<file path="src/rtl/y86_pkg.sv">
// Shared Y86-64 encodings: instruction codes, ALU function codes, condition
// codes and the "no register" ID, plus the condition-evaluation helper.
package y86_pkg;

    localparam int unsigned FIELD_W = 4;

    // Instruction codes
    localparam logic [FIELD_W-1:0] ICODE_HALT   = 4'h0;
    localparam logic [FIELD_W-1:0] ICODE_NOP    = 4'h1;
    localparam logic [FIELD_W-1:0] ICODE_RRMOVQ = 4'h2;
    localparam logic [FIELD_W-1:0] ICODE_IRMOVQ = 4'h3;
    localparam logic [FIELD_W-1:0] ICODE_RMMOVQ = 4'h4;
    localparam logic [FIELD_W-1:0] ICODE_MRMOVQ = 4'h5;
    localparam logic [FIELD_W-1:0] ICODE_OPQ    = 4'h6;
    localparam logic [FIELD_W-1:0] ICODE_JXX    = 4'h7;
    localparam logic [FIELD_W-1:0] ICODE_CALL   = 4'h8;
    localparam logic [FIELD_W-1:0] ICODE_RET    = 4'h9;
    localparam logic [FIELD_W-1:0] ICODE_PUSHQ  = 4'hA;
    localparam logic [FIELD_W-1:0] ICODE_POPQ   = 4'hB;

    // ALU function codes (OPq ifun)
    localparam logic [FIELD_W-1:0] ALU_ADD = 4'h0;
    localparam logic [FIELD_W-1:0] ALU_SUB = 4'h1;
    localparam logic [FIELD_W-1:0] ALU_AND = 4'h2;
    localparam logic [FIELD_W-1:0] ALU_XOR = 4'h3;

    // Condition codes (jXX / cmovXX ifun)
    localparam logic [FIELD_W-1:0] COND_YES = 4'h0;
    localparam logic [FIELD_W-1:0] COND_LE  = 4'h1;
    localparam logic [FIELD_W-1:0] COND_L   = 4'h2;
    localparam logic [FIELD_W-1:0] COND_E   = 4'h3;
    localparam logic [FIELD_W-1:0] COND_NE  = 4'h4;
    localparam logic [FIELD_W-1:0] COND_GE  = 4'h5;
    localparam logic [FIELD_W-1:0] COND_G   = 4'h6;

    localparam logic [FIELD_W-1:0] REG_NONE = 4'hF;

    // Evaluate a condition code against the flags; unknown codes are false.
    function automatic logic cond_eval(input logic [FIELD_W-1:0] fun,
                                       input logic zf, input logic sf, input logic of);
        logic lt;
        lt = sf ^ of;
        case (fun)
            COND_YES: cond_eval = 1'b1;
            COND_LE:  cond_eval = lt | zf;
            COND_L:   cond_eval = lt;
            COND_E:   cond_eval = zf;
            COND_NE:  cond_eval = ~zf;
            COND_GE:  cond_eval = ~lt;
            COND_G:   cond_eval = ~lt & ~zf;
            default:  cond_eval = 1'b0;
        endcase
    endfunction

endpackage

</file>
<file path="src/rtl/y86_alu.sv">
// Combinational Y86 ALU with flag generation.
// Ports: alu_a, alu_b operands; alu_fun function code; val_e_c result;
//        zf_c/sf_c/of_c flags; fun_err_c set for an unknown function code
//        (result forced to zero).
module y86_alu #(
    parameter int unsigned DATA_W = 64
) (
    input  logic [DATA_W-1:0] alu_a,
    input  logic [DATA_W-1:0] alu_b,
    input  logic [3:0]        alu_fun,
    output logic [DATA_W-1:0] val_e_c,
    output logic              zf_c,
    output logic              sf_c,
    output logic              of_c,
    output logic              fun_err_c
);
    import y86_pkg::*;

    localparam int unsigned MSB = DATA_W - 1;

    logic [DATA_W-1:0] neg_a;

    // Subtraction is formed as aluB + (-aluA) so OF uses the sign of -aluA.
    always_comb begin
        neg_a     = DATA_W'(0) - alu_a;
        val_e_c   = '0;
        of_c      = 1'b0;
        fun_err_c = 1'b0;
        case (alu_fun)
            ALU_ADD: begin
                val_e_c = alu_a + alu_b;
                of_c    = (alu_a[MSB] == alu_b[MSB]) && (val_e_c[MSB] != alu_a[MSB]);
            end
            ALU_SUB: begin
                val_e_c = alu_b + neg_a;
                of_c    = (neg_a[MSB] == alu_b[MSB]) && (val_e_c[MSB] != neg_a[MSB]);
            end
            ALU_AND: val_e_c = alu_a & alu_b;
            ALU_XOR: val_e_c = alu_a ^ alu_b;
            default: fun_err_c = 1'b1;
        endcase
        zf_c = (val_e_c == '0);
        sf_c = val_e_c[MSB];
    end

endmodule

</file>
<file path="src/rtl/execute_pipe.sv">
// Y86 execute stage: operand selection, ALU, condition-code register,
// condition evaluation and the E/M pipeline output register.
// Ports: clk, rst_n (async active-low); in_valid/stall/bubble/cc_block
//        control; icode/ifun/valA/valB/valC/dstE/dstM decoded inputs;
//        out_* registered stage outputs; zf/sf/of condition codes;
//        ifun_err registered illegal-ifun flag.
module execute_pipe #(
    parameter int unsigned DATA_W     = 64,
    parameter int unsigned STACK_STEP = DATA_W / 8
) (
    input  logic              clk,
    input  logic              rst_n,
    input  logic              in_valid,
    input  logic              stall,
    input  logic              bubble,
    input  logic              cc_block,
    input  logic [3:0]        icode,
    input  logic [3:0]        ifun,
    input  logic [DATA_W-1:0] valA,
    input  logic [DATA_W-1:0] valB,
    input  logic [DATA_W-1:0] valC,
    input  logic [3:0]        dstE,
    input  logic [3:0]        dstM,
    output logic              out_valid,
    output logic              out_cnd,
    output logic [3:0]        out_icode,
    output logic [3:0]        out_dstE,
    output logic [3:0]        out_dstM,
    output logic [DATA_W-1:0] out_valE,
    output logic [DATA_W-1:0] out_valA,
    output logic              zf,
    output logic              sf,
    output logic              of,
    output logic              ifun_err
);
    import y86_pkg::*;

    localparam logic [DATA_W-1:0] STEP_POS = DATA_W'(STACK_STEP);
    localparam logic [DATA_W-1:0] STEP_NEG = DATA_W'(0) - STEP_POS;

    logic [DATA_W-1:0] alu_a;
    logic [DATA_W-1:0] alu_b;
    logic [3:0]        alu_fun;
    logic [DATA_W-1:0] alu_val_e;
    logic              alu_zf;
    logic              alu_sf;
    logic              alu_of;
    logic              alu_err;
    logic              is_cond_insn;
    logic              cnd_c;
    logic              ifun_err_c;
    logic [3:0]        dst_e_c;
    logic              cc_we;

    // ALU operand selection by instruction class
    always_comb begin
        alu_a = '0;
        alu_b = '0;
        case (icode)
            ICODE_RRMOVQ: alu_a = valA;
            ICODE_IRMOVQ: alu_a = valC;
            ICODE_RMMOVQ, ICODE_MRMOVQ: begin
                alu_a = valC;
                alu_b = valB;
            end
            ICODE_OPQ: begin
                alu_a = valA;
                alu_b = valB;
            end
            ICODE_CALL, ICODE_PUSHQ: begin
                alu_a = STEP_NEG;
                alu_b = valB;
            end
            ICODE_RET, ICODE_POPQ: begin
                alu_a = STEP_POS;
                alu_b = valB;
            end
            default: ;
        endcase
    end

    assign alu_fun = (icode == ICODE_OPQ) ? ifun : ALU_ADD;

    y86_alu #(.DATA_W(DATA_W)) u_alu (
        .alu_a     (alu_a),
        .alu_b     (alu_b),
        .alu_fun   (alu_fun),
        .val_e_c   (alu_val_e),
        .zf_c      (alu_zf),
        .sf_c      (alu_sf),
        .of_c      (alu_of),
        .fun_err_c (alu_err)
    );

    // Condition result uses the CC value held before this instruction
    assign is_cond_insn = (icode == ICODE_RRMOVQ) || (icode == ICODE_JXX);
    assign cnd_c        = is_cond_insn && cond_eval(ifun, zf, sf, of);
    assign ifun_err_c   = ((icode == ICODE_OPQ) && alu_err)
                        || (is_cond_insn && (ifun > COND_G));
    // A cmov that is not taken writes no register
    assign dst_e_c      = ((icode == ICODE_RRMOVQ) && !cnd_c) ? REG_NONE : dstE;

    assign cc_we = (icode == ICODE_OPQ) && in_valid && !stall && !bubble
                 && !cc_block && !alu_err;

    // Condition-code register
    always_ff @(posedge clk or negedge rst_n) begin
        if (!rst_n) begin
            zf <= 1'b1;
            sf <= 1'b0;
            of <= 1'b0;
        end else if (cc_we) begin
            zf <= alu_zf;
            sf <= alu_sf;
            of <= alu_of;
        end
    end

    // E/M output register: stall holds, bubble or empty slot loads a nop
    always_ff @(posedge clk or negedge rst_n) begin
        if (!rst_n) begin
            out_valid <= 1'b0;
            out_cnd   <= 1'b0;
            out_icode <= ICODE_NOP;
            out_dstE  <= REG_NONE;
            out_dstM  <= REG_NONE;
            out_valE  <= '0;
            out_valA  <= '0;
            ifun_err  <= 1'b0;
        end else if (!stall) begin
            if (bubble || !in_valid) begin
                out_valid <= 1'b0;
                out_cnd   <= 1'b0;
                out_icode <= ICODE_NOP;
                out_dstE  <= REG_NONE;
                out_dstM  <= REG_NONE;
                out_valE  <= '0;
                out_valA  <= '0;
                ifun_err  <= 1'b0;
            end else begin
                out_valid <= 1'b1;
                out_cnd   <= cnd_c;
                out_icode <= icode;
                out_dstE  <= dst_e_c;
                out_dstM  <= dstM;
                out_valE  <= alu_val_e;
                out_valA  <= valA;
                ifun_err  <= ifun_err_c;
            end
        end
    end

endmodule

</file>
<file path="config.mk">
export PLATFORM = sky130hd
export DESIGN_NAME = execute_pipe
export DESIGN_NICKNAME = d
export VERILOG_FILES = /design/src/rtl/y86_pkg.sv /design/src/rtl/y86_alu.sv /design/src/rtl/execute_pipe.sv
export SDC_FILE = /design/constraint.sdc
export NUM_CORES = 1
export LEC_CHECK = 0
export BUFFER_PORTS_ARGS = -buffer_cell sky130_fd_sc_hd__clkbuf_2
export CAP_MARGIN = 20
export CELL_PAD_IN_SITES_DETAIL_PLACEMENT = 1
export CELL_PAD_IN_SITES_GLOBAL_PLACEMENT = 1
export CORE_MARGIN = 8
export CORE_UTILIZATION = 45
export CTS_CLUSTER_SIZE = 20
export DETAILED_ROUTE_END_ITERATION = 10
export MAX_ROUTING_LAYER = met4
export PLACE_DENSITY_LB_ADDON = 0.1
export SLEW_MARGIN = 5
export SYNTH_ARGS = -nofsm -noshare
export SYNTH_HDL_FRONTEND = slang
export SYNTH_SLANG_ARGS = --single-unit
</file>
<file path="constraint.sdc">
create_clock -name clk -period 2.9 [get_ports clk]
set_input_delay 0.58 -clock clk [delete_from_list [all_inputs] [get_ports clk]]
set_output_delay 0.58 -clock clk [all_outputs]
set_load 0.1 [all_outputs]
</file>
==> flow_summary.json, run 1 <==
{
  "rows": 74,
  "synthCells": 2511,
  "synth_xor_area_share_pct": 6.73,
  "dp_hpwl_um": 117000,
  "start_util_pct": 45.7,
  "synth.net_count": 2870,
  "die_x_um": 220,
  "synthMuxAreaShare_pct": 1.66,
  "synth_compound_area_share_pct": 33.6,
  "yosys.area_share.simple_pct": 22.7,
  "synth-edff-count": 0,
  "status": "stopped before the end",
  "yosys.area_share.adder_pct": 9.76,
  "synth_top_family_by_area": "compound AO/OA/AOI/OAI gates",
  "stop_error": "[ERROR DPL-0033] detailed placement checks failed during check placement.",
  "yosys_warnings": 0,
  "ys_ff_latch": 146,
  "synth_area_per_cell_um2": 7.47,
  "synthArstFlopShare_pct": 100,
  "ys_types": 108,
  "synth_area_mm2": 0.0187,
  "io_pins": 360,
  "ys_seq_area_share_pct": 19.6,
  "globalplace.congestion": 1.15,
  "die_h_um": 220,
  "stop_stage": "detailed placement",
  "io_buffers": 359,
  "ys.flop_type": "dfrtp_1"
}
==> Yosys cell counts, types with 9 or more instances <==
cell | count | area, µm²
a22oi_1 | 16 | 120
o21a_1 | 32 | 240
a31oi_1 | 24 | 150
o22ai_1 | 16 | 100
nor4_1 | 17 | 106
or4_1 | 9 | 67.6
o211ai_1 | 21 | 158
xor2_1 | 39 | 342
a221oi_1 | 18 | 158
a311oi_1 | 9 | 78.8
nand4_1 | 62 | 388
nand3b_1 | 16 | 120
nor3_1 | 78 | 390
o21ai_1 | 20 | 100
or3_1 | 19 | 119
o31ai_1 | 14 | 105
xnor2_1 | 105 | 920
and2_1 | 10 | 62.6
a21oi_1 | 298 | 1490
nor2b_1 | 76 | 475
buf_1 | 12 | 45.0
dfrtp_1 | 136 | 3400
o21bai_1 | 15 | 113
nor2_1 | 179 | 672
o21ai_0 | 143 | 716
a22o_1 | 117 | 1020
nand2b_1 | 23 | 144
clkbuf_1 | 118 | 443
mux2i_1 | 22 | 220
a211o_1 | 10 | 87.6
inv_1 | 105 | 394
and3_1 | 14 | 87.6
buf_2 | 31 | 155
o221ai_1 | 10 | 87.6
a211oi_1 | 22 | 165
nand2_1 | 222 | 833
a21o_1 | 42 | 315
a2bb2oi_1 | 18 | 158
ha_1 | 143 | 1790
nand3_1 | 64 | 320
dfstp_2 | 10 | 263
==> cell families after synthesis <==
| logic type | Yosys count |
|---|---|
| adder cells (fa/ha/maj) | 145 |
| multiplexers | 30 |
| AND/OR/NAND/NOR | 835 |
| buffers and inverters | 277 |
| XOR/XNOR | 144 |
| flip-flops | 146 |
| AO/OA/AOI/OAI | 934 |
==> stage by stage <==
step	setup TNS (ns)	cell area, µm²	instances
global placement	-145.61	28400	4195
floorplan	-94.49	19500	2511
==> run 2: changes to the inputs <==
CELL_PAD_IN_SITES_DETAIL_PLACEMENT = not set   (was 1)
CELL_PAD_IN_SITES_GLOBAL_PLACEMENT = not set   (was 1)
CORE_UTILIZATION = 40   (was 45)
CTS_CLUSTER_SIZE = not set   (was 20)
MAX_ROUTING_LAYER = not set   (was met4)
PLACE_DENSITY_LB_ADDON = 0.15   (was 0.1)
==> run 2 against run 1 <==
  * The flow now finishes, with violations (setup timing)
  * Synthesized cell count unchanged
  * Synthesized area unchanged
==> flow_summary.json, run 2 <==
{
  "slew_headroom_pct": 29.0,
  "ys_types": 108,
  "final_cell_mix": "buf_4 (1079), clkbuf_2 (353), a21oi_1 (219), nand2_1 (202), nor2_1 (150)",
  "start_util_pct": 40.4,
  "synth.net_count": 2870,
  "hold_slack_ns": 0.0662,
  "die_x_um": 232,
  "clockPowerShare_pct": 16.7,
  "crit_type": "primary input to flop",
  "rows": 79,
  "ys.flop_type": "dfrtp_1",
  "grt_use_met3_pct": 7.38,
  "p_int_mw": 7.52,
  "clock_path_buffers": 2,
  "clk_latency_ns": 0.46,
  "final_max_slew_viol_count": 0,
  "timing.rr.start": "sf",
  "ys_seq_area_share_pct": 19.6,
  "top_regs": "out_valA (64), out_valE (64)",
  "timing.rr.end": "out_dstE[0]",
  "crit_arrival_ns": 6.93,
  "post-route-drc-count": 0,
  "die_h_um": 232,
  "skew_ns": 0.0134,
  "p_total_mw": 14.1,
  "dr.pass1.iters": 6,
  "yosys_warnings": 0,
  "worst_slack_ns": -3.67,
  "post-synth-top-count-cell": "a21oi_1",
  "grt_pass1_vias": 26600,
  "synth_area_mm2": 0.0187,
  "grt_max_degree": 95,
  "yosys-top-cells-area": "dfrtp_1 (18%), ha_1 (9.5%), a21oi_1 (8.0%), a22o_1 (5.5%), xnor2_1 (4.9%)",
  "slowest_stage": "or4_1",
  "hold_buffers": 0,
  "final.setup.tns_ns": -130.15,
  "layout_commonest_cell": "buf_4",
  "rrSetupSlack_ns": 0.62,
  "syn_to_final_growth_pct": 78.1,
  "swShare_pct": 46.8,
  "p_per_area_mw_per_mm2": 423,
  "crit_start": "icode[2]",
  "io_pins": 360,
  "yosysTopAreaCellShare_pct": 18.2,
  "fin_crit_ns": 6.57,
  "violations": "setup timing",
  "stdcell_count": 4513,
  "wire_per_inst_um": 23.9,
  "clockRootBuffer": "clkbuf_16",
  "combinationalPowerShare_pct": 67.4,
  "crit_path_end_kind": "flop",
  "worst_pin_slew_ns": 1.07,
  "wl_um": 108000,
  "die_area_mm2": 0.0541,
  "drtIter0Drc": 2416,
  "hp-class": "primary input to async pin",
  "period_share_pct": 227,
  "synthCells": 2511,
  "crit_required_ns": 3.25,
  "switchingPower_mw": 6.61,
  "endpoint": "zf",
  "cpPeakStageDelay_ns": 0.49,
  "pre_cts_ws_ns": -4.56,
  "hold_viol": 0,
  "synth_area_per_cell_um2": 7.47,
  "cp_max_fo": 8,
  "ys_ff_latch": 146,
  "sequentialPowerShare_pct": 16.0,
  "dp_hpwl_um": 86200,
  "clk_pin_slew_worst_paths_ns": 0.08,
  "status": "finished with violations",
  "cts_htree_levels": 4,
  "use_met1_pct": 46.6,
  "fmax_mhz": 152,
  "synth-edff-count": 0,
  "maxCapViolCount": 0,
  "grt_use_met2_pct": 61.5,
  "nets": 4250,
  "grt_pass1_wl_um": 158000,
  "setup_violations": 63,
  "cts_buffers": 17,
  "overflow": 0,
  "drtAntennaViolNets": 0,
  "cpMostUsedCell": "buf_6",
  "max-vdd-ir-drop_mv": 0.451,
  "antenna_found_initial": 2,
  "layout-drive-gt1-share_pct": 51.7,
  "track_usage_pct": 37.5,
  "power.leakage_nw": 16.3,
  "top_usage_layer": "met2",
  "synthArstFlopShare_pct": 100,
  "r2r_cells": 10,
  "synth_common_cells": "a21oi_1 (298), nand2_1 (222), nor2_1 (179)",
  "cts_sinks": 146,
  "dp.cells": 4335,
  "coreArea_mm2": 0.0465,
  "yosys.area.top_type": "dfrtp_1",
  "vias_per_cell": 5.99,
  "globalplace.congestion": 1.07,
  "cts_tree": "yes",
  "start_kind": "primary input",
  "io_buffers": 359,
  "rsz0062_at_grt": "yes",
  "vias": 27000
}
[run 2: cell counts after synthesis]
Identical to the previous run, type by type.
[run 2: critical path: cells and delay by family]
family                     cells  cell delay [ns]
buffers and inverters          8             1.20
AOI/OAI and AO/OA              8             1.92
and+or+nand+nor               10             2.49
adders and majority gates      1             0.27
xor gates and xnor gates       1             0.11
muxes                          1             0.34
[run 2: logic make-up (layout without fill, tap and decap cells)]
kind of cell | after synthesis | count (layout) | share of synthesized area [%]
compound gates | 934 | 934 | 33.6
mux | 30 | 30 | 1.66
xor+xnor | 144 | 144 | 6.73
other cells | 0 | 2 | 0
fa+ha+maj | 145 | 145 | 9.76
simple gates | 835 | 835 | 22.7
flops | 146 | 146 | 19.6
buf+inv | 277 | 1670 | 6.05
[run 2: per-layer routing]
metal | wire length, µm | vias to the layer above | share of wire, %
met4 | 6510 | 2 | 6.0
li1 | - | 12100 | -
met3 | 9910 | 387 | 9.2
met2 | 48700 | 1522 | 45
met5 | 9 | - | 0.0084
met1 | 42500 | 13000 | 39
[run 2: final cells by class]
cell class | instances | area (µm²)
well taps | 607 | 759
diodes | 2 | 5.00
inverters | 106 | 398
repair buffers | 1532 | 11200
clock buffers | 17 | 425
multi-input cells | 2088 | 16800
flip-flops and latches | 146 | 3670
fillers | 3682 | 13100
clock inverters | 15 | 181
[run 2: through the flow]
step | area (µm²) | utilization [%]
finish | 33400 | 71.9
detailed placement | 29000 | 62.5
CTS | 32200 | 69.3
global route | 33400 | 71.9
global placement | 29000 | 62.5
floorplan | 19500 | -
[run 2: power by group through the flow]
stage | combinational [mW] | sequential [mW] | clock [mW]
global placement | 7.63 | 2.28 | 0
detailed placement | 7.72 | 2.29 | 0
finish | 9.52 | 2.25 | 2.35
global route | 9.93 | 2.27 | 2.45
floorplan | 3.11 | 3.24 | 0
CTS | 8.77 | 2.25 | 2.37
[run 2: worst min-delay path by stage]
stage | endpoint
after floorplan | ifun_err
after global placement | out_dstE[1]
after detailed placement | out_dstE[3]
after CTS | out_valA[46]
after global routing | out_valA[46]
final | out_valA[46]
[run 2: timing repair]
action | 4_1_cts | 5_1_grt
setup endpoints to repair | 65 | 65
pin swaps | 111 | 98
cloned | 2 | 0
gates resized for setup | 320 | 193
setup buffers | 116 | 39
(Power assumes the default switching activity.)
==> run 3: changes to the inputs <==
RECOVER_POWER = 100   (was not set)
SKIP_LAST_GASP = 1   (was not set)
==> run 3 against run 2 <==
  * The flow finishes with violations (capacitance limit, slew limit, setup timing)
  * Clock power is essentially flat
  * Die area is the same
  * Via count grew 1.3%
  * Final cell count grew 0.51%
  * First-iteration DRC count grew 5.1%
  * Utilization grew 1.6 points
  * Register-to-register slack lost 0.09 ns
  * Sequential power is essentially flat
  * Wire length grew 2.6%
  * Critical path depth grew 9
  * Hold slack gained 0.28 ns
  * Highest routed layer unchanged
==> flow_summary.json, run 3 (synthesis gave the netlist of run 2 again) <==
{
  "fmax_mhz": 153,
  "setup_violations": 65,
  "clk_pin_slew_worst_paths_ns": 0.07,
  "drtAntennaViolNets": 0,
  "io_buffers": 359,
  "layout_commonest_cell": "buf_4",
  "grt_pass1_vias": 26500,
  "path_buf_inv": 21,
  "crit_type": "primary input to flop",
  "cts_htree_levels": 4,
  "pre_cts_ws_ns": -4.56,
  "start_util_pct": 40.4,
  "post-route-drc-count": 0,
  "cts_tree": "yes",
  "overflow": 0,
  "crit_path_end_kind": "flop",
  "p_per_area_mw_per_mm2": 427,
  "clk_latency_ns": 0.46,
  "critical-path-top-delay-family": "buffers and inverters",
  "vias": 27400,
  "timing.rr.end": "out_dstE[0]",
  "cts_sinks": 146,
  "worst_pin_slew_ns": 2.05,
  "hp-start": "dstE[3]",
  "die_x_um": 232,
  "nets": 4275,
  "globalplace.congestion": 1.07,
  "clock_path_buffers": 2,
  "period_share_pct": 225,
  "skew_ns": 0.0109,
  "crit_arrival_ns": 6.85,
  "power.leakage_nw": 16.1,
  "rows": 79,
  "die_area_mm2": 0.0541,
  "crit_required_ns": 3.21,
  "clockRootBuffer": "clkbuf_16",
  "die_h_um": 232,
  "wire_per_inst_um": 24.3,
  "hp-class": "primary input to flop",
  "timing.rr.start": "of",
  "cts_buffers": 17,
  "grt_pass1_wl_um": 157000,
  "layout-drive-gt1-share_pct": 50.1,
  "maxCapViolCount": 1,
  "final_max_slew_viol_count": 95,
  "dp_hpwl_um": 86200,
  "wl_um": 110000,
  "final_cell_mix": "buf_4 (1067), clkbuf_2 (211), a21oi_1 (206), nand2_1 (196), clkbuf_1 (148)",
  "grt_max_degree": 95,
  "max-vdd-ir-drop_mv": 0.465,
  "whs_path_depth": 3,
  "hold_viol": 0,
  "r2r_cells": 10,
  "cpPeakStageDelay_ns": 0.49,
  "fin_crit_ns": 6.54,
  "slowest_stage": "a2111oi_4",
  "nFillCells": 3585,
  "cpMostUsedCell": "buf_4",
  "num_antenna_cells": 0,
  "coreArea_mm2": 0.0465,
  "vias_per_cell": 6.04,
  "violations": "capacitance limit, slew limit, setup timing",
  "worst_slack_ns": -3.64,
  "cp_max_fo": 7,
  "dp.cells": 4335,
  "drtIter0Drc": 2539,
  "min_to": "out_dstE[3]",
  "slew_headroom_pct": -36.7,
  "antenna_found_initial": 1,
  "rsz0062_at_grt": "yes",
  "syn_to_final_growth_pct": 82.0,
  "track_usage_pct": 37.3,
  "start_kind": "primary input",
  "dr.pass1.iters": 6,
  "stdcell_count": 4536,
  "top_regs": "out_valA (64), out_valE (64)",
  "io_pins": 360,
  "rrSetupSlack_ns": 0.53,
  "status": "finished with violations",
  "hold_buffers": 0
}
==> run 3: worst max path at each step <==
stage / from / to / slack, ns / depth (start not counted)
2_1_floorplan: icode[2] / zf / -2.96 / 24
3_3_place_gp: icode[1] / zf / -4.54 / 31
3_5_place_dp: icode[1] / zf / -4.56 / 31
4_1_cts: icode[1] / zf / -3.30 / 34
5_1_grt: icode[2] / zf / -3.84 / 27
6_report: icode[1] / out_valE[41] / -3.64 / 38
==> run 3: what timing repair did <==
| action | CTS | global route |
|---|---|---|
| resized for setup | 272 | 399 |
| gates cloned | 2 | 2 |
| buffers inserted | 116 | 112 |
| setup endpoints to repair | 65 | 65 |
| pin swaps | 96 | 241 |
==> run 3: cell type report <==
class,count,area [µm²],share of cell area (%)
Multi-Input combinational cell,2088,17400,50.9
Timing Repair Buffer,1557,11300,33.1
Sequential cell,146,3670,10.7
Tap cell,607,759,2.23
Clock buffer,17,425,1.25
Inverter,106,400,1.17
Clock inverter,15,181,0.532
==> run 3: stage by stage <==
| step | power, mW | utilization (%) | cell area (µm²) | TNS [ns] | hold WS [ns] |
|---|---|---|---|---|---|
| after floorplan | 6.36 | - | 19500 | -94.49 | 0.284 |
| after detailed placement | 10.0 | 62.5 | 29000 | -167.32 | 0.455 |
| after global routing | 15.1 | 73.4 | 34100 | -135.28 | 0.351 |
| after global placement | 9.91 | 62.5 | 29000 | -161.18 | 0.451 |
| after CTS | 13.3 | 68.8 | 31900 | -121.72 | 0.0703 |
| final | 14.6 | 73.4 | 34100 | -126.55 | 0.346 |
==> run 3: per-layer routing <==
layer | GRT usage [%] | up-vias | part of all wire [%]
li1 | - | 12200 | -
met1 | 46.5 | 13200 | 38
met2 | 61.5 | 1605 | 46
met3 | 7.11 | 404 | 9.6
met4 | 17.9 | 2 | 6.1
met5 | 0 | - | 0.014
==> run 3: worst register-to-register path, stage by stage (launching register included) <==
cell and delay, ns:
dfrtp_1 0.42, xnor2_1 0.27, nand2_1 0.13, nor2_1 0.11, nor3_1 0.05, o32ai_1 0.12
a21oi_1 0.08, nor4_1 0.39, o21ai_0 0.34, nor2_1 0.23, a21oi_1 0.07
==> run 3: report_power, final <==
group	leakage, nW	switching [mW]	internal, mW	total, mW
clock network	0.289	1.19	1.17	2.36
logic	13.9	5.58	4.37	9.95
registers	1.95	0.0835	2.17	2.25
